<file path="src/rtl/spi_pin_conditioner.sv">
// Raw SPI pin front end: per-channel synchronizer and persistence filter with edge pulses,
// plus CS framing, an in-frame SCLK bit counter and a byte-boundary tick.
module spi_pin_conditioner #(
  parameter int              NCH         = 3,
  parameter int              SYNC_STAGES = 2,
  parameter int              WAIT_W      = 4,
  parameter int              WAIT_TIME   = 3,
  parameter logic [NCH-1:0]  RESET_VAL   = 3'b010
) (
  input  logic           clk,
  input  logic           reset,
  input  logic [NCH-1:0] pins_in,
  output logic [NCH-1:0] conditioned,
  output logic [NCH-1:0] pos_pulse,
  output logic [NCH-1:0] neg_pulse,
  output logic           cs_active,
  output logic           frame_start,
  output logic           frame_end,
  output logic [2:0]     bit_count,
  output logic           byte_tick
);

  localparam logic [WAIT_W-1:0] LP_WAIT = WAIT_W'(WAIT_TIME);

  logic [NCH-1:0]    r_sync [SYNC_STAGES];
  logic [NCH-1:0]    w_synced;
  logic [WAIT_W-1:0] r_cnt [NCH];
  logic [NCH-1:0]    r_cond;
  logic [NCH-1:0]    r_pos;
  logic [NCH-1:0]    r_neg;
  logic [2:0]        r_bit_count;
  logic              r_byte_tick;

  // Synchronizer chain: only stage 0 ever looks at the raw pins
  always_ff @(posedge clk or posedge reset) begin
    if (reset) begin
      for (int s = 0; s < SYNC_STAGES; s++) r_sync[s] <= RESET_VAL;
    end else begin
      r_sync[0] <= pins_in;
      for (int s = 1; s < SYNC_STAGES; s++) r_sync[s] <= r_sync[s-1];
    end
  end

  assign w_synced = r_sync[SYNC_STAGES-1];

  // Persistence filter: a mismatch must survive WAIT_TIME+1 consecutive cycles to be accepted
  always_ff @(posedge clk or posedge reset) begin
    if (reset) begin
      for (int i = 0; i < NCH; i++) r_cnt[i] <= '0;
      r_cond <= RESET_VAL;
      r_pos  <= '0;
      r_neg  <= '0;
    end else begin
      for (int i = 0; i < NCH; i++) begin
        r_pos[i] <= 1'b0;
        r_neg[i] <= 1'b0;
        if (w_synced[i] == r_cond[i]) begin
          r_cnt[i] <= '0;
        end else if (r_cnt[i] == LP_WAIT) begin
          r_cond[i] <= w_synced[i];
          r_cnt[i]  <= '0;
          r_pos[i]  <= w_synced[i];
          r_neg[i]  <= ~w_synced[i];
        end else begin
          r_cnt[i] <= r_cnt[i] + 1'b1;
        end
      end
    end
  end

  // Frame tracking works on the registered pulses; frame_start wins over a coincident SCLK rise
  always_ff @(posedge clk or posedge reset) begin
    if (reset) begin
      r_bit_count <= 3'd0;
      r_byte_tick <= 1'b0;
    end else if (r_neg[1]) begin
      r_bit_count <= 3'd0;
      r_byte_tick <= 1'b0;
    end else if (r_pos[0] && !r_cond[1] && !r_pos[1]) begin
      r_bit_count <= r_bit_count + 3'd1;
      r_byte_tick <= (r_bit_count == 3'd7);
    end else begin
      r_byte_tick <= 1'b0;
    end
  end

  assign conditioned = r_cond;
  assign pos_pulse   = r_pos;
  assign neg_pulse   = r_neg;
  assign cs_active   = ~r_cond[1];
  assign frame_start = r_neg[1];
  assign frame_end   = r_pos[1];
  assign bit_count   = r_bit_count;
  assign byte_tick   = r_byte_tick;

endmodule

</file>
<file path="config.mk">
export PLATFORM = sky130hd
export DESIGN_NAME = spi_pin_conditioner
export DESIGN_NICKNAME = d
export VERILOG_FILES = /design/src/rtl/spi_pin_conditioner.sv
export SDC_FILE = /design/constraint.sdc
export NUM_CORES = 1
export LEC_CHECK = 0
export CAP_MARGIN = 10
export CELL_PAD_IN_SITES_DETAIL_PLACEMENT = 1
export CELL_PAD_IN_SITES_GLOBAL_PLACEMENT = 1
export CORE_AREA = 2 2 56 58
export DETAILED_ROUTE_END_ITERATION = 6
export DIE_AREA = 0 0 58 60
export DONT_BUFFER_PORTS = 1
export PLACE_DENSITY_LB_ADDON = 0.3
export SLEW_MARGIN = 20
export SYNTH_ARGS = -nofsm -noshare
export SYNTH_HDL_FRONTEND = slang
export SYNTH_SLANG_ARGS = --single-unit
</file>
<file path="constraint.sdc">
create_clock -name clk -period 1.3 [get_ports clk]
set_input_delay 0.26 -clock clk [delete_from_list [all_inputs] [get_ports clk]]
set_output_delay 0.26 -clock clk [all_outputs]
set_load 0.02 [all_outputs]
</file>
* Yosys cells after proc, flatten, opt, wreduce, memory -nomap -nowiden
Cells that the tools add are included.
Storage, ports and cells: bits in registers 31, latch bits 0, RAM bits 0, ROM bits 0, output and inout port bits 16, word-level logic and storage cells 60, memories kept 0
Cells by class: add/sub/neg operators 4, multiply operators 0, div/mod/pow operators 0, $lt $le $gt $ge 0, eq/ne operators 7, shift operators 0, mux-type cells 22, bitwise operators 7, reduce and logical (&&, ||, !) cells 8
Operators with widths (count):
- $mux W4 | 6
- $mux W1 | 14
- $add A4 B1 Y4 const B | 3
- $eq A4 B2 Y1 const B | 3
- $not A1 Y1 | 7
- $mux W3 | 2
- $reduce_and A2 Y1 | 3
- $add A3 B1 Y3 const B | 1
- $eq A1 B1 Y1 | 3
- $eq A3 B3 Y1 const B | 1
- $logic_and A1 B1 Y1 | 2
- $logic_not A1 Y1 | 2
- $reduce_bool A2 Y1 | 1

* Logic depth before layout (Yosys ltp)
Gate-level depths: netlist (run 1).
word-level depth 5, mapped depth 4

* Least setup slack after synthesis (run 1)
No wires, ideal clock.
path kind reg-to-reg, start register r_pos[1] (netlist: pos_pulse[1]), end register r_bit_count[0] (netlist: bit_count[0]), setup time 0.125 ns, data arrival time 1.099 ns, data required time 1.175 ns, slack 0.076 ns, stages on the path, launching flop included 3, buffers on the path 0, cells stage by stage dfrtp_1 nor3b_2 mux2_4
On the way: word-level cells in the longest chain between the ends 3
RTL lines:
- start, declared | RTL line 29 | logic [NCH-1:0] r_pos;
- start signal, assigned by index | RTL line 62 | r_pos[i] <= w_synced[i];
- $logic_not A1 Y1 | RTL line 79 | end else if (r_pos[0] && !r_cond[1] && !r_pos[1]) begin
- $logic_and A1 B1 Y1 | RTL line 79
- $reduce_bool A2 Y1 (no source line)
- end signal, assigned | RTL line 80 | r_bit_count <= r_bit_count + 3'd1;
- end, declared | RTL line 31 | logic [2:0] r_bit_count;
Every way passes these cells. A chain may end at the register's enable or synchronous reset.

* Worst setup path in the final report (run 1)
start register r_cond[1] (netlist: conditioned[1]), end output port conditioned[1]
RTL lines:
- start, declared | RTL line 28 | logic [NCH-1:0] r_cond;
- start signal, assigned by index | RTL line 60 | r_cond[i] <= w_synced[i];
- end, declared | RTL line 13 | output logic [NCH-1:0] conditioned,
No word-level cell between the ends.

==> out/results.ini, run 1 <==
[die]
die-area_mm2=0.00348
die_w_um=58
core-area_mm2=0.00290
start_util=0.450
num_rows=20
die_y_um=60
ios=21

[critical_path]
critPathMaxStageDelay_ns=0.60
crit_fanout=5
path_cells=buf_6
r2r-end=neg_pulse[2]
timing.rr.start=r_cnt[1]
cpLargestDelayFamily=flip-flops
required_ns=1.04
start_kind=register
crit_buf_inv=1
critPathCaptureType=output pin
crit_type=reg -> out
reg2reg_slack_ns=0.06
cpMaxStageDelayCell=dfstp_2
reg2reg_depth=3
cp.arrival_ns=1.06

[yosys]
seq_area_frac_synth=0.596
syn_avg_cell_area_um2=13.8
synth.area.top_cells=dfrtp_1 (54%), nor3b_2 (7.7%), dfstp_2 (6.0%), ha_1 (4.8%), nand2b_1 (3.3%)
ys_types=23
postSynthCellCount=95
synth_area_mm2=0.00131
yosysWarnings=0
synth_top_area_share=0.536
yosysTopAreaCell=dfrtp_1
synth_nets=105
synth_seq_cells=31

[run_status]
status=complete, but fails checks
violations=negative setup slack

[route]
first_iter_violations=18
avgRoutedWirePerCell_um=15.7
ant_nets=0
routed_wl_mm=2.42
first_pass_iters=2
vias=823
via_per_inst=5.34
drc=0

[global_route]
grt_max_degree=32
first_global_vias=877
grt_pass1_wl_mm=3.87
antenna_found_initial=0
track_usage=0.159
grt-ovfl-total=0

[clocking]
cts-root-buf=clkbuf_4
clk_pin_slew_ns=0.09
cts.sinks=31
clk_latency_ns=0.33
cts_made_buffers=5
cts_max_level=2
cts_tree=built
cts.path.max_buffers=2

[sta]
period_share=1.02
rsz0062_at_grt=true
slew_viol_final=0
setup_violations=1
max_slew_margin=0.747
fin_crit_ns=1.32
tightest_slew_ns=0.380
fmax_mhz=755
hold_viol_final=0
clock_skew_ns=0.0130
finalWorstSetupSlack_ns=-0.0247

[min_path]
hold_path_class=reg -> reg
hold_start=r_sync[3]
worstHoldEndpoint=w_synced[0]
min_delay_path_depth=0

[placement]
io_buffers=0
dpl_cell_area_mm2=0.00142
dp_slack_ns=0.0181
dpl.hpwl_mm=1.66
gp_congestion=0.716

[power]
peakVddDrop_v=0.00130
pwr_density_cell_mw_per_mm2=1840
p_leak_nw=0.725
p_total_mw=2.97

[final_layout]
drive_above_1_share=0.372
diodes=0
syn_to_final_growth_pct=23.2
nNetsFinal=130
fin_area_mm2=0.00161

[run]
maxCapViolCount=0

[registers in the layout, indices dropped and copies added (netlist names)]
| signal | count |
|---|---|
| bit_count | 3 |
| byte_tick | 1 |
| conditioned | 3 |
| neg_pulse | 3 |
| pos_pulse | 3 |
| r_cnt | 12 |
| r_sync | 3 |
| w_synced | 3 |
[cells in the final DEF, fill, tap and decap left out, types with 2 or more instances in the layout]
master / n
dfstp_2: 3
nand2b_1: 7
a21oi_1: 6
clkbuf_4: 5
mux2_1: 2
mux2_4: 2
ha_1: 3
and4_1: 3
or3b_4: 2
nand3b_1: 3
nor2b_1: 4
dfrtp_1: 27
mux2i_1: 2
xnor2_1: 2
nor3b_2: 6
dlygate4sd3_1: 4
nor4_1: 2
nor3b_4: 2
buf_4: 15
clkbuf_8: 2
nor2_1: 4
nor3_1: 3
[per-stage QoR]
| step | setup TNS (ns) | instances | hold slack (ns) | utilization |
|---|---|---|---|---|
| finish | -0.0247 | 154 | 0.364 | 0.555 |
| global route | -0.134 | 154 | 0.373 | 0.555 |
| CTS | -0.0831 | 150 | 0.366 | 0.531 |
| detailed placement | 0 | 138 | 0.260 | 0.491 |
| global placement | 0 | 138 | 0.252 | 0.491 |
| floorplan | 0 | 95 | 0.264 | - |
[worst max-delay path by stage]
stage,slack [ns],depth (start not counted),endpoint,start
2_1_floorplan,0.08,2,bit_count[0],pos_pulse[1]
4_1_cts,-0.06,1,conditioned[1],conditioned[1]
3_3_place_gp,0.08,3,conditioned[1],r_cnt[5]
6_report,-0.02,1,conditioned[1],conditioned[1]
5_1_grt,-0.09,1,conditioned[1],conditioned[1]
3_5_place_dp,0.02,3,pos_pulse[2],r_cnt[0]
[report_power, final]
part | leakage (nW) | internal [mW] | switching (mW)
sequential | 0.399 | 1.16 | 0.170
clock | 0.0375 | 0.316 | 0.316
combinational | 0.288 | 0.514 | 0.497
[Yosys cell counts]
| cell | instances |
|---|---|
| dfrtp_1 | 28 |
| nor3b_2 | 8 |
| nand2b_1 | 7 |
| a21oi_1 | 6 |
| ha_1 | 5 |
| nor2_1 | 4 |
| nor2b_1 | 4 |
| and4_1 | 3 |
| dfstp_2 | 3 |
| mux2_1 | 3 |
| nand3b_1 | 3 |
| nor3_1 | 3 |
| xnor2_1 | 3 |
| buf_4 | 2 |
| inv_1 | 2 |
| mux2i_1 | 2 |
| nor4_1 | 2 |
| or3b_4 | 2 |
| and3_1 | 1 |
| and3b_1 | 1 |
| mux2_4 | 1 |
| nor3b_1 | 1 |
| nor4_2 | 1 |
[kinds of logic after synthesis]
kind of cell	Yosys count	share of synthesized area
DFF	31	0.596
adders and majority gates	5	0.0478
xor gates and xnor gates	3	0.0201
buffers and inverters	4	0.0172
muxes	6	0.0526
and+or+nand+nor	40	0.243
AOI/OAI and AO/OA	6	0.0230
[cell type report]
| cell class | instances | area [um^2] |
|---|---|---|
| Fill cell | 293 | 1290 |
| Sequential cell | 31 | 781 |
| Multi-Input combinational cell | 60 | 544 |
| Timing Repair Buffer | 20 | 164 |
| Clock buffer | 7 | 65.1 |
| Tap cell | 33 | 41.3 |
| Clock inverter | 1 | 7.51 |
| Inverter | 2 | 7.51 |
[what timing repair did]
action,CTS,global route
hold endpoints to repair,31,0
resized for setup,2,8
hold buffers,4,0
setup endpoints to repair,2,11
pin swaps,0,4
setup buffers,0,4
[layer usage]
layer | up-vias | GRT usage | wire (um)
li1 | 381 | - | -
met3 | 5 | 0.0628 | 111
met2 | 19 | 0.282 | 1310
met4 | 0 | 0.0897 | 50
met1 | 418 | 0.157 | 949
met5 | - | 0 | 0
No activity file was read; power rests on OpenSTA's default activity.
==> inputs of run 2 (changes only) <==
--- a/config.mk
+++ b/config.mk
@@ -8,9 +8,9 @@
 export CAP_MARGIN = 10
 export CELL_PAD_IN_SITES_DETAIL_PLACEMENT = 1
 export CELL_PAD_IN_SITES_GLOBAL_PLACEMENT = 1
-export CORE_AREA = 2 2 56 58
+export CORE_AREA = 2 2 61 63
 export DETAILED_ROUTE_END_ITERATION = 6
-export DIE_AREA = 0 0 58 60
+export DIE_AREA = 0 0 63 65
 export DONT_BUFFER_PORTS = 1
 export PLACE_DENSITY_LB_ADDON = 0.3
 export SLEW_MARGIN = 20
==> run 2 against run 1 <==
The flow now finishes without violations; worst setup slack improved by 0.042 ns; die area rose by 18%; via count rose by 0.73%; clock-buffer cell count fell by 2; total power fell by 4.2%; hold slack got worse by 0.0033 ns; register-to-register slack barely moved; global-route usage fell by 3.1 points; combinational power barely moved; sequential power barely moved; critical endpoint unchanged; largest cell class unchanged; highest routed layer unchanged.
==> out/results.ini, run 2 (synthesis results as in run 1) <==
[clocking]
cts.path.max_buffers=2  ; unchanged
clk_pin_slew_ns=0.09  ; about the same
cts.sinks=31  ; unchanged
cts-root-buf=clkbuf_4
clk_latency_ns=0.33  ; about the same
cts_max_level=2  ; unchanged
cts_made_buffers=5  ; unchanged
cts_tree=built

[global_route]
grt_pass1_wl_mm=3.88  ; +0.36%
track_usage=0.128  ; -0.0309
antenna_found_initial=0  ; unchanged
first_global_vias=875  ; -0.23%
grt-ovfl-total=0  ; unchanged
grt_max_degree=32  ; unchanged

[critical_path]
timing.rr.start=r_cnt[1]
cp.arrival_ns=1.02  ; -0.04 ns
start_kind=register
reg2reg_depth=3  ; unchanged
endpoint=conditioned[1]
cp.depth=1  ; unchanged
crit_buf_inv=1  ; unchanged
cpMaxStageDelayCell=dfstp_2
critPathMaxStageDelay_ns=0.57  ; -0.03 ns
required_ns=1.04  ; about the same
reg2reg_slack_ns=0.05  ; about the same
crit_type=reg -> out
crit_fanout=3  ; -2
crit_start=conditioned[1]
r2r-end=neg_pulse[2]
critPathCaptureType=output pin
cpLargestDelayFamily=flip-flops
path_cells=buf_6

[sta]
clock_skew_ns=0.00418  ; -0.00886 ns
period_share=0.987  ; -0.0323
max_slew_margin=0.729  ; -0.0177
finalWorstSetupSlack_ns=0.0172  ; +0.0419 ns
slew_viol_final=0  ; unchanged
tightest_slew_ns=0.404  ; +0.0237 ns
hold_viol_final=0  ; unchanged
setup_violations=0  ; -1
fin_crit_ns=1.28  ; -0.0419 ns
fmax_mhz=780  ; +3.3%
rsz0062_at_grt=true

[route]
first_iter_violations=15  ; -3
routed_wl_mm=2.30  ; -5.0%
via_per_inst=4.91  ; -8.2%
drc=0  ; unchanged
ant_nets=0  ; unchanged
avgRoutedWirePerCell_um=13.6  ; -13%
vias=829  ; +0.73%
first_pass_iters=4  ; +2

[final_layout]
largest_reg_flops=12  ; unchanged
final_cell_mix=dfrtp_1 (28), buf_4 (15), nand2b_1 (7)
final_common_cell=dfrtp_1
n_fill_cell=388  ; +32%
syn_to_final_growth_pct=23.1  ; about the same
diodes=0  ; unchanged
drive_above_1_share=0.347  ; -0.0248
nNetsFinal=130  ; unchanged
top_register=r_cnt

[die]
die_y_um=65  ; +8.3%
num_rows=22  ; +10%
ios=21  ; unchanged
die-area_mm2=0.00410  ; +18%
die_w_um=63  ; +8.6%
start_util=0.374  ; -0.0764
core-area_mm2=0.00350  ; +20%

[placement]
gp_congestion=0.692  ; -3.3%
io_buffers=0  ; unchanged
dp_slack_ns=0.0117  ; -0.00636 ns
dpl.hpwl_mm=1.55  ; -6.4%

[power]
p_leak_nw=0.712  ; -1.8%
pwr_density_cell_mw_per_mm2=1770  ; -4.1%
peakVddDrop_v=0.000716  ; -45%
p_total_mw=2.84  ; -4.2%

[run_status]
status=completed

[min_path]
hold_path_class=reg -> reg
hold_start=r_sync[4]

[run]
maxCapViolCount=0  ; unchanged

==> run 2: routing by layer <==
layer,up-vias,GRT usage,wire length [um]
met5,-,0,0
met4,0,0.0667,53
met3,5,0.0590,114
met2,19,0.221,1220
met1,421,0.129,906
li1,384,-,-
==> run 2: worst min path at each step <==
stage | cells after the start | to
6_report | 0 | w_synced[1]
5_1_grt | 0 | w_synced[1]
4_1_cts | 0 | w_synced[1]
3_5_place_dp | 2 | r_sync[3]
3_3_place_gp | 2 | conditioned[2]
2_1_floorplan | 0 | r_sync[4]
==> run 2: layout make-up <==
cell class / count / area, um^2 / area share
Tap cell: 48 / 60.1 / 0.0373
Multi-Input combinational cell: 60 / 546 / 0.339
Sequential cell: 31 / 779 / 0.484
Inverter: 2 / 7.51 / 0.00467
Clock buffer: 5 / 37.5 / 0.0233
Clock inverter: 3 / 15.0 / 0.00933
Timing Repair Buffer: 20 / 164 / 0.102
==> run 2: stage by stage <==
| stage | std cells | hold WS (ns) | util | setup TNS [ns] | cell area (um^2) |
|---|---|---|---|---|---|
| detailed placement | 152 | 0.261 | 0.411 | 0 | 1440 |
| CTS | 166 | 0.362 | 0.442 | -0.00448 | 1550 |
| global placement | 152 | 0.255 | 0.411 | 0 | 1440 |
| floorplan | 95 | 0.264 | - | 0 | 1310 |
| finish | 169 | 0.360 | 0.460 | 0 | 1610 |
| global route | 169 | 0.370 | 0.460 | -0.0389 | 1610 |
==> run 2: power by group <==
| part | switching, mW | internal [mW] | total, mW | leakage, nW |
|---|---|---|---|---|
| Clock | 0.327 | 0.201 | 0.527 | 0.0347 |
| Combinational | 0.494 | 0.502 | 0.996 | 0.276 |
| Sequential | 0.166 | 1.16 | 1.32 | 0.401 |
==> run 2: what timing repair did <==
action	4_1_cts	5_1_grt
gates resized for setup	2	7
setup buffers	2	3
endpoints found under the hold margin	31	0
pin swaps	0	2
endpoints found under the setup margin	3	8
hold buffers	4	0
==> inputs of run 3 (changes only) <==
--- a/config.mk
+++ b/config.mk
@@ -13,6 +13,7 @@
 export DIE_AREA = 0 0 63 65
 export DONT_BUFFER_PORTS = 1
 export PLACE_DENSITY_LB_ADDON = 0.3
+export REMOVE_ABC_BUFFERS = 1
 export SLEW_MARGIN = 20
 export SYNTH_ARGS = -nofsm -noshare
 export SYNTH_HDL_FRONTEND = slang
==> run 3 against run 2 <==
The flow now finishes with violations (negative setup slack); sequential share of layout area increased by 0.77 points; die area unchanged; core utilization decreased by 0.64 points; final cell count decreased by 2.4%; hold slack got worse by 0.0034 ns; critical path depth unchanged; register-to-register slack improved by 0.02 ns; combinational power decreased by 8.5%; clock power decreased by 3%; global-route usage increased by 0.26 points; critical endpoint unchanged; total power decreased by 1.8%.
==> out/results.ini, run 3 (synthesis results as in run 1) <==
[run_status]
status=complete, but fails checks
violations=negative setup slack

[route]
avgRoutedWirePerCell_um=14.1  ; +4.1%
ant_nets=0  ; unchanged
vias=799  ; -3.6%
first_pass_iters=3  ; -1
drc=0  ; unchanged
first_iter_violations=5  ; -10
routed_wl_mm=2.33  ; +1.7%
via_per_inst=4.84  ; -1.3%

[global_route]
antenna_found_initial=0  ; unchanged
first_global_vias=866  ; -1.0%
grt-ovfl-total=0  ; unchanged
track_usage=0.130  ; +0.00264
grt_max_degree=32  ; unchanged
grt_pass1_wl_mm=3.97  ; +2.3%

[die]
core-area_mm2=0.00350  ; unchanged
die-area_mm2=0.00410  ; unchanged
ios=21  ; unchanged
die_y_um=65  ; unchanged
die_w_um=63  ; unchanged
start_util=0.374  ; unchanged
num_rows=22  ; unchanged

[power]
pwr_density_cell_mw_per_mm2=1760  ; -0.43%
p_leak_nw=0.684  ; -3.9%
p_total_mw=2.79  ; -1.8%
peakVddDrop_v=0.000777  ; +8.5%

[clocking]
cts_made_buffers=5  ; unchanged
cts.path.max_buffers=2  ; unchanged
clk_pin_slew_ns=0.09  ; about the same
cts_tree=built
clk_latency_ns=0.32  ; about the same
cts-root-buf=clkbuf_4
cts.sinks=31  ; unchanged
cts_max_level=2  ; unchanged

[final_layout]
syn_to_final_growth_pct=21.3
largest_reg_flops=12  ; unchanged
top_register=r_cnt
postLayoutCoreUtil=0.454  ; -0.00644
drive_above_1_share=0.325  ; -0.0223
final_common_cell=dfrtp_1
final_cell_mix=dfrtp_1 (27), buf_4 (11), nand2b_1 (7)
n_fill_cell=384  ; -1.0%
diodes=0  ; unchanged
nNetsFinal=126  ; -3.1%

[sta]
hold_viol_final=0  ; unchanged
fmax_mhz=752  ; -3.6%
slew_viol_final=0  ; unchanged
holdWs_ns=0.357  ; -0.00338 ns
rsz0062_at_grt=true
period_share=1.02  ; +0.0365
setup_violations=1  ; +1
tightest_slew_ns=0.392  ; -0.0113 ns
fin_crit_ns=1.33  ; +0.0475 ns
clock_skew_ns=0.00834  ; +0.00416 ns
finalWorstSetupSlack_ns=-0.0303  ; -0.0475 ns
max_slew_margin=0.737  ; +0.00757
timing.setup.tns_ns=-0.0303  ; -0.0303 ns

[critical_path]
cpMaxStageDelayCell=dfstp_2
path_cells=buf_6
cp.arrival_ns=1.07  ; +0.05 ns
cpLargestDelayFamily=flip-flops
start_kind=register
critPathCaptureType=output pin
crit_buf_inv=1  ; unchanged
crit_fanout=5  ; +2
required_ns=1.04  ; about the same
crit_type=reg -> out
critPathMaxStageDelay_ns=0.61  ; +0.04 ns

[placement]
dpl.hpwl_mm=1.62  ; +4.4%
dp_slack_ns=-0.00662  ; -0.0183 ns
gp_congestion=0.706  ; +2.0%
io_buffers=0  ; unchanged

[run]
maxCapViolCount=0  ; unchanged

[min_path]
hold_path_class=reg -> reg

run 3: cell count changes in the layout (fill, tap and decap cells not counted), sizes merged:
cell / previous run / this run
clkbuf: 5 / 8
buf: 16 / 12
clkinv: 3 / 0
run 3: metrics by stage:
step,instances,cell area (um^2)
3_5_place_dp,152,1440
4_1_cts,165,1540
3_3_place_gp,152,1440
2_1_floorplan,93,1290
5_1_grt,165,1590
6_report,165,1590
run 3: worst paths after layout:
path                                start        endpoint  slack (ns)  cells past startpoint
hold / removal                  r_sync[3]     w_synced[0]        0.36                      0
hold reg to reg                 r_sync[3]     w_synced[0]        0.36                      0
setup reg to reg                 r_cnt[5]  conditioned[1]        0.07                      3
max in group asynchronous           reset     w_synced[1]        0.52                      3
min in group asynchronous           reset        r_cnt[7]        0.45                      3
setup / recovery           conditioned[1]  conditioned[1]       -0.03                      1
run 3: metal layers:
metal / vias to the layer above / track usage / wire length [um]
met3: 6 / 0.0538 / 110
li1: 375 / - / -
met2: 20 / 0.219 / 1230
met5: - / 0 / 0
met4: 0 / 0.0750 / 52
met1: 398 / 0.138 / 944
run 3: repair_timing:
action,CTS,global route
pin swaps,0,2
hold endpoints to repair,31,0
gates resized for setup,3,9
setup buffers,1,0
setup endpoints to repair,4,9
hold buffers,4,0
run 3: area by class of cell:
type                       instances  area [um^2]  area share
clock buffer                       8         48.8      0.0308
timing repair buffer              16          134      0.0844
sequential                        31          781       0.492
tap                               48         60.1      0.0379
inverter                           2         7.51     0.00473
multi-input combinational         60          556       0.350
run 3: report_power, final:
part / switching (mW) / internal, mW
Sequential: 0.215 / 1.16
Clock: 0.295 / 0.215
Combinational: 0.443 / 0.468
